==> src/rtl/aes_pkg.sv <==
// Shared definitions for the AES round datapath: ShiftRows offsets, byte indexing,
// legal block widths and the skid-buffer occupancy encoding.
package aes_pkg;

    localparam int unsigned N_ROWS = 4;

    typedef enum logic [1:0] {
        EMPTY = 2'd0,
        ONE   = 2'd1,
        TWO   = 2'd2
    } buf_state_e;

    function automatic bit nb_legal(input int unsigned nb);
        return (nb == 4) || (nb == 6) || (nb == 8);
    endfunction

    // Rijndael row offsets: rows 2 and 3 move one column further for the 256-bit block.
    function automatic int unsigned SHIFT_OFS(input int unsigned nb, input int unsigned row);
        if (nb == 8 && row >= 2) begin
            return row + 1;
        end
        return row;
    endfunction

    function automatic int unsigned byte_idx(input int unsigned r, input int unsigned c);
        return 4 * c + r;
    endfunction

endpackage

==> src/rtl/aes_shift_rows_pipe_if.sv <==
// Valid/ready stream bundle for the ShiftRows stage; state is column-major, byte 0 in bits [0:7].
interface aes_shift_rows_pipe_if #(
    parameter int unsigned NB    = 4,
    parameter int unsigned TAG_W = 4
);
    localparam int unsigned W = 32 * NB;

    logic             in_valid;
    logic             in_ready;
    logic [0:W-1]     in_state;
    logic             in_inv;
    logic [TAG_W-1:0] in_tag;
    logic             out_valid;
    logic             out_ready;
    logic [0:W-1]     out_state;
    logic [TAG_W-1:0] out_tag;

    modport master (
        output in_valid, in_state, in_inv, in_tag, out_ready,
        input  in_ready, out_valid, out_state, out_tag
    );

    modport slave (
        input  in_valid, in_state, in_inv, in_tag, out_ready,
        output in_ready, out_valid, out_state, out_tag
    );

endinterface

==> src/rtl/aes_shift_rows_comb.sv <==
// Combinational ShiftRows / InvShiftRows for an NB-column state: fixed byte wiring
// plus one 2:1 mux per byte selected by inv.
module aes_shift_rows_comb
    import aes_pkg::*;
#(
    parameter int unsigned NB = 4
) (
    input  logic [0:32*NB-1] in_state,
    input  logic             inv,
    output logic [0:32*NB-1] out_state_c
);

    if (!nb_legal(NB)) begin : g_nb_illegal
        $error("aes_shift_rows_comb: NB=%0d is not one of 4, 6, 8", NB);
    end

    for (genvar c = 0; c < NB; c++) begin : g_col
        for (genvar r = 0; r < N_ROWS; r++) begin : g_row
            localparam int unsigned OFS   = SHIFT_OFS(NB, r);
            localparam int unsigned FWD_C = (c + OFS) % NB;
            localparam int unsigned INV_C = (c + NB - OFS) % NB;
            localparam int unsigned DST   = byte_idx(r, c);
            localparam int unsigned SRC_F = byte_idx(r, FWD_C);
            localparam int unsigned SRC_I = byte_idx(r, INV_C);

            assign out_state_c[8*DST +: 8] = inv ? in_state[8*SRC_I +: 8]
                                                 : in_state[8*SRC_F +: 8];
        end
    end

endmodule

==> src/rtl/aes_shift_rows_pipe.sv <==
// Registered ShiftRows stage: shift on the input side, then a two-entry skid buffer
// (main + skid) so in_ready stays registered at full throughput.
module aes_shift_rows_pipe
    import aes_pkg::*;
#(
    parameter int unsigned NB    = 4,
    parameter int unsigned TAG_W = 4
) (
    input  logic               clk,
    input  logic               rst_n,
    aes_shift_rows_pipe_if.slave bus
);

    localparam int unsigned W = 32 * NB;

    buf_state_e       state_q, state_d;
    logic             in_ready_q, in_ready_d;
    logic             out_valid_q, out_valid_d;
    logic [0:W-1]     main_state_q, main_state_d;
    logic [0:W-1]     skid_state_q, skid_state_d;
    logic [TAG_W-1:0] main_tag_q, main_tag_d;
    logic [TAG_W-1:0] skid_tag_q, skid_tag_d;
    logic [0:W-1]     shifted_c;
    logic             accept_c;
    logic             pop_c;

    aes_shift_rows_comb #(.NB(NB)) u_shift (
        .in_state    (bus.in_state),
        .inv         (bus.in_inv),
        .out_state_c (shifted_c)
    );

    assign accept_c = bus.in_valid & in_ready_q;
    assign pop_c    = out_valid_q & bus.out_ready;

    // Occupancy FSM; both entries hold already-shifted state.
    always_comb begin
        state_d      = state_q;
        main_state_d = main_state_q;
        main_tag_d   = main_tag_q;
        skid_state_d = skid_state_q;
        skid_tag_d   = skid_tag_q;

        unique case (state_q)
            EMPTY: begin
                if (accept_c) begin
                    main_state_d = shifted_c;
                    main_tag_d   = bus.in_tag;
                    state_d      = ONE;
                end
            end
            ONE: begin
                if (accept_c && !pop_c) begin
                    skid_state_d = shifted_c;
                    skid_tag_d   = bus.in_tag;
                    state_d      = TWO;
                end else if (!accept_c && pop_c) begin
                    state_d = EMPTY;
                end else if (accept_c && pop_c) begin
                    main_state_d = shifted_c;
                    main_tag_d   = bus.in_tag;
                end
            end
            TWO: begin
                if (pop_c) begin
                    main_state_d = skid_state_q;
                    main_tag_d   = skid_tag_q;
                    state_d      = ONE;
                end
            end
            default: state_d = EMPTY;
        endcase

        in_ready_d  = (state_d != TWO);
        out_valid_d = (state_d != EMPTY);
    end

    always_ff @(posedge clk or negedge rst_n) begin
        if (!rst_n) begin
            state_q      <= EMPTY;
            in_ready_q   <= 1'b1;
            out_valid_q  <= 1'b0;
            main_state_q <= '0;
            main_tag_q   <= '0;
            skid_state_q <= '0;
            skid_tag_q   <= '0;
        end else begin
            state_q      <= state_d;
            in_ready_q   <= in_ready_d;
            out_valid_q  <= out_valid_d;
            main_state_q <= main_state_d;
            main_tag_q   <= main_tag_d;
            skid_state_q <= skid_state_d;
            skid_tag_q   <= skid_tag_d;
        end
    end

    assign bus.in_ready  = in_ready_q;
    assign bus.out_valid = out_valid_q;
    assign bus.out_state = main_state_q;
    assign bus.out_tag   = main_tag_q;

endmodule

==> src/flat_wrapper.sv <==
// flat-port wrapper written by rule: the top's interface ports become plain ports
module aes_shift_rows_pipe_flat import aes_pkg::*;
#(
    parameter int unsigned NB    = 4,
    parameter int unsigned TAG_W = 4
)
  (clk, rst_n, bus_in_valid, bus_in_state, bus_in_inv, bus_in_tag, bus_out_ready, bus_in_ready, bus_out_valid, bus_out_state, bus_out_tag);
  aes_shift_rows_pipe_if #(.NB(NB), .TAG_W(TAG_W)) bus_i ();
  input  logic clk;
  input  logic rst_n;
  input wire logic [$bits(bus_i.in_valid)-1:0] bus_in_valid;
  input wire logic [$bits(bus_i.in_state)-1:0] bus_in_state;
  input wire logic [$bits(bus_i.in_inv)-1:0] bus_in_inv;
  input wire logic [$bits(bus_i.in_tag)-1:0] bus_in_tag;
  input wire logic [$bits(bus_i.out_ready)-1:0] bus_out_ready;
  output wire logic [$bits(bus_i.in_ready)-1:0] bus_in_ready;
  output wire logic [$bits(bus_i.out_valid)-1:0] bus_out_valid;
  output wire logic [$bits(bus_i.out_state)-1:0] bus_out_state;
  output wire logic [$bits(bus_i.out_tag)-1:0] bus_out_tag;
  assign bus_i.in_valid = bus_in_valid;
  assign bus_i.in_state = bus_in_state;
  assign bus_i.in_inv = bus_in_inv;
  assign bus_i.in_tag = bus_in_tag;
  assign bus_i.out_ready = bus_out_ready;
  assign bus_in_ready = bus_i.in_ready;
  assign bus_out_valid = bus_i.out_valid;
  assign bus_out_state = bus_i.out_state;
  assign bus_out_tag = bus_i.out_tag;
  aes_shift_rows_pipe #(.NB(NB), .TAG_W(TAG_W)) u_core (.clk(clk), .rst_n(rst_n), .bus(bus_i));
endmodule
==> config.mk <==
export PLATFORM = sky130hd
export DESIGN_NAME = aes_shift_rows_pipe_flat
export DESIGN_NICKNAME = d
export VERILOG_FILES = /design/src/rtl/aes_pkg.sv /design/src/rtl/aes_shift_rows_pipe_if.sv /design/src/rtl/aes_shift_rows_comb.sv /design/src/rtl/aes_shift_rows_pipe.sv /design/src/flat_wrapper.sv
export SDC_FILE = /design/constraint.sdc
export NUM_CORES = 1
export LEC_CHECK = 0
export BUFFER_PORTS_ARGS = -buffer_cell sky130_fd_sc_hd__buf_4
export CORE_MARGIN = 2
export CORE_UTILIZATION = 30
export CTS_BUF_LIST = sky130_fd_sc_hd__clkbuf_16
export DETAILED_ROUTE_END_ITERATION = 10
export SLEW_MARGIN = 5
export SYNTH_ARGS = -nofsm -noshare
export SYNTH_HDL_FRONTEND = slang
export SYNTH_SLANG_ARGS = --single-unit
==> constraint.sdc <==
create_clock -name clk -period 4.45 [get_ports clk]
set_input_delay 0.445 -clock clk [delete_from_list [all_inputs] [get_ports clk]]
set_output_delay 0.445 -clock clk [all_outputs]
set_load 0.01 [all_outputs]
==> flow_metrics.tcl <==
set metrics [dict create \
    skew_ps 10.6 \
    yosysSeqAreaShare_pct 52.4 \
    maxCapViolations 0 \
    fmax_mhz 431 \
    cts_made_buffers 34 \
    synthSimpleGateAreaFrac_pct 0.322 \
    synth-compound-area-share_pct 0.557 \
    via_count 7503 \
    clock_tree.buffer_depth 3 \
    crit_chain "nand2_1, o32ai_4, buf_4, mux2_2" \
    drv_slew 0 \
    via_per_inst 4.62 \
    syn_nets 932 \
    gp_congestion 0.688 \
    rsz0062_at_grt "false" \
    crit_fanout 59 \
    drt_iter0_markers 328 \
    worst_pin_slew_ps 1020 \
    yosys.area_share.adder_pct 0 \
    chipHeight_um 211 \
    coreArea_um2 42000 \
    yosysUniqueCellTypes 22 \
    cts_tree "built" \
    yosysMostFrequentCell "mux2_2" \
    clk_pin_slew_worst_paths_ps 60 \
    use_met3_pct 5.14 \
    antenna_found_initial 0 \
    wire_per_inst_um 17.9 \
    crit_path_top_delay_cell "buf_4" \
    finalSetupTns_ps 0 \
    p_leak_nw 7.42 \
    synthMuxAreaShare_pct 43.9 \
    setup_viol 0 \
    setup.worst_path.end_class "flop" \
    cts_hold_buf 0 \
    grt_max_degree 136 \
    initial_core_util_pct 30.5 \
    grtUsageTotal_pct 13.3 \
    synth-edff-count 0 \
    slowest_delay_ps 700 \
    rr_worst_depth 4 \
    ant_nets 0 \
    critPathLaunchType "flop" \
    insertion_delay_ps 520 \
    crit_start "u_core.bus.in_ready" \
    async_flop_share_pct 100 \
    yosysWarnings 0 \
    worstPathArrival_ps 2720 \
    num_io_pins 271 \
    ys_ff_latch 268 \
    ir_drop_mv 0.314 \
    area_growth_syn_to_layout_pct 28.1 \
    cts_sinks 268 \
    postCtsSetupBuffers 0 \
    hold_viol_final 0 \
    cts_max_level 2 \
    dr.pass1.iters 4 \
    outcome "complete, no violations" \
    synth-xor-area-share_pct 0 \
    synth_area_per_cell_um2 16.1 \
    synth_top_family_by_area "multiplexers" \
    portBuffers 270 \
    rows 75 \
    busiest_layer "met2" \
    critical_path_class "reg -> reg" \
    clockRootBuffer "clkbuf_16" \
    worstPathRequired_ps 4850 \
    cts_resized 0 \
    drc 0 \
    use_met2_pct 20.0 \
    period_share_pct 52.1 \
    finalWirelength_um 29100 \
    overflow 0 \
    grt_first_pass_wirelength_um 46200 \
    synth_area_um2 12800 \
    powerDensity_nw_per_um2 705 \
    grt_pass1_vias 8079 \
    r2r-start "u_core.bus.in_ready" \
    hp-class "in -> async" \
    nNetsFinal 1195 \
    diodes 0 \
    grt.met1_usage_pct 17.6 \
    dieArea_um2 44400 \
    syn_inst 795 \
    synth.largest_area_cell "dfrtp_1" \
    dpl.hpwl_um 17900 \
    die_w_um 211 \
    relSlewSlack_pct 32.0 \
    ys_top_cells_by_area "dfrtp_1 52%, mux2_2 27%, mux2_4 14%" \
    yosysTopAreaCellShare_pct 52.2 \
    finalCriticalPeriod_ps 2320 \
    hold_ws_ps 44.1 \
    ys_top_cells_by_count "303 x mux2_2, 267 x dfrtp_1, 117 x mux2_4, 40 x mux2_1, 22 x buf_2" \
    synthFlopType "dfrtp_1" \
    drive_above_1_share_pct 69.2 \
]
==> worst paths after layout <==
path	endpoint	slack (ps)
max in group asynchronous	u_core.skid_state_q[127]	3430
max	u_core.bus.out_state[110]	2130
min reg2reg	u_core.bus.out_state[63]	490
max reg2reg	u_core.bus.out_state[110]	2130
min	u_core.skid_state_q[70]	40
min in group clk	u_core.skid_state_q[84]	160
==> metrics by stage <==
step	total power, mW	instance area, um2	std cells	worst slack (ps)	util, %
final	11.6	16400	1623	2130	39.0
after global routing	12.3	16400	1623	2000	39.0
after CTS	11.8	16400	1623	2130	39.0
after detailed placement	8.95	15300	1561	2120	36.4
after global placement	8.84	15300	1561	2090	36.4
after floorplan	7.22	12800	795	2610	-
==> cell type report <==
class	count	area [um2]
Clock buffer	37	926
Clock inverter	25	184
Multi-Input combinational cell	476	5750
Tap cell	539	674
Timing Repair Buffer	278	2160
Fill cell	3994	25600
Sequential cell	268	6710
==> sequential cells by signal (all words and copies together) (netlist names) <==
signal                cells
u_core.bus.in_ready       1
u_core.bus.out_state    128
u_core.bus.out_tag        4
u_core.bus.out_valid      1
u_core.skid_state_q     128
u_core.skid_tag_q         4
u_core.state_q            2
==> cells in the final DEF, fill, tap and decap left out <==
cell        instances
a21boi_2            1
mux2_2            303
a21boi_0            1
a21oi_1             2
clkbuf_16          37
a22o_1              1
clkinv_2            6
clkinvlp_4          1
dfstp_2             1
o32ai_4             1
buf_4             272
and2_4              1
o21ai_0             1
inv_1               7
nand2_1             3
mux2_1             40
and4_1              1
bufinv_16           3
mux2_4            117
buf_8               1
dfrtp_1           267
nand2b_4            1
and3b_1             1
o22ai_1             1
buf_12              5
a31oi_1             1
clkinv_1            8
==> cell families after synthesis <==
group                  Yosys count
multiplexers                   460
flip-flops                     268
buffers and inverters           51
AO/OA/AOI/OAI                    9
AND/OR/NAND/NOR                  7
==> worst max-delay path: cells and delay by family, from the launching register on <==
family,cells,cell delay (ps)
AOI/OAI and AO/OA,1,300
buffers and inverters,1,700
DFF,1,570
muxes,1,420
and+or+nand+nor,1,110
==> routing by layer <==
metal  share of wire (%)  vias to the layer above
met5                   0                        -
met3                 7.5                       48
li1                    -                     3418
met1                  46                     3848
met2                  44                      189
met4                 2.2                        0
==> where the power goes <==
| group | total [mW] | internal [mW] | switching (mW) |
|---|---|---|---|
| clock network | 2.73 | 1.67 | 1.07 |
| registers | 4.36 | 3.71 | 0.654 |
| logic | 4.47 | 2.75 | 1.72 |
| total | 11.6 | 8.13 | 3.44 |
(Power assumes the default switching activity.)
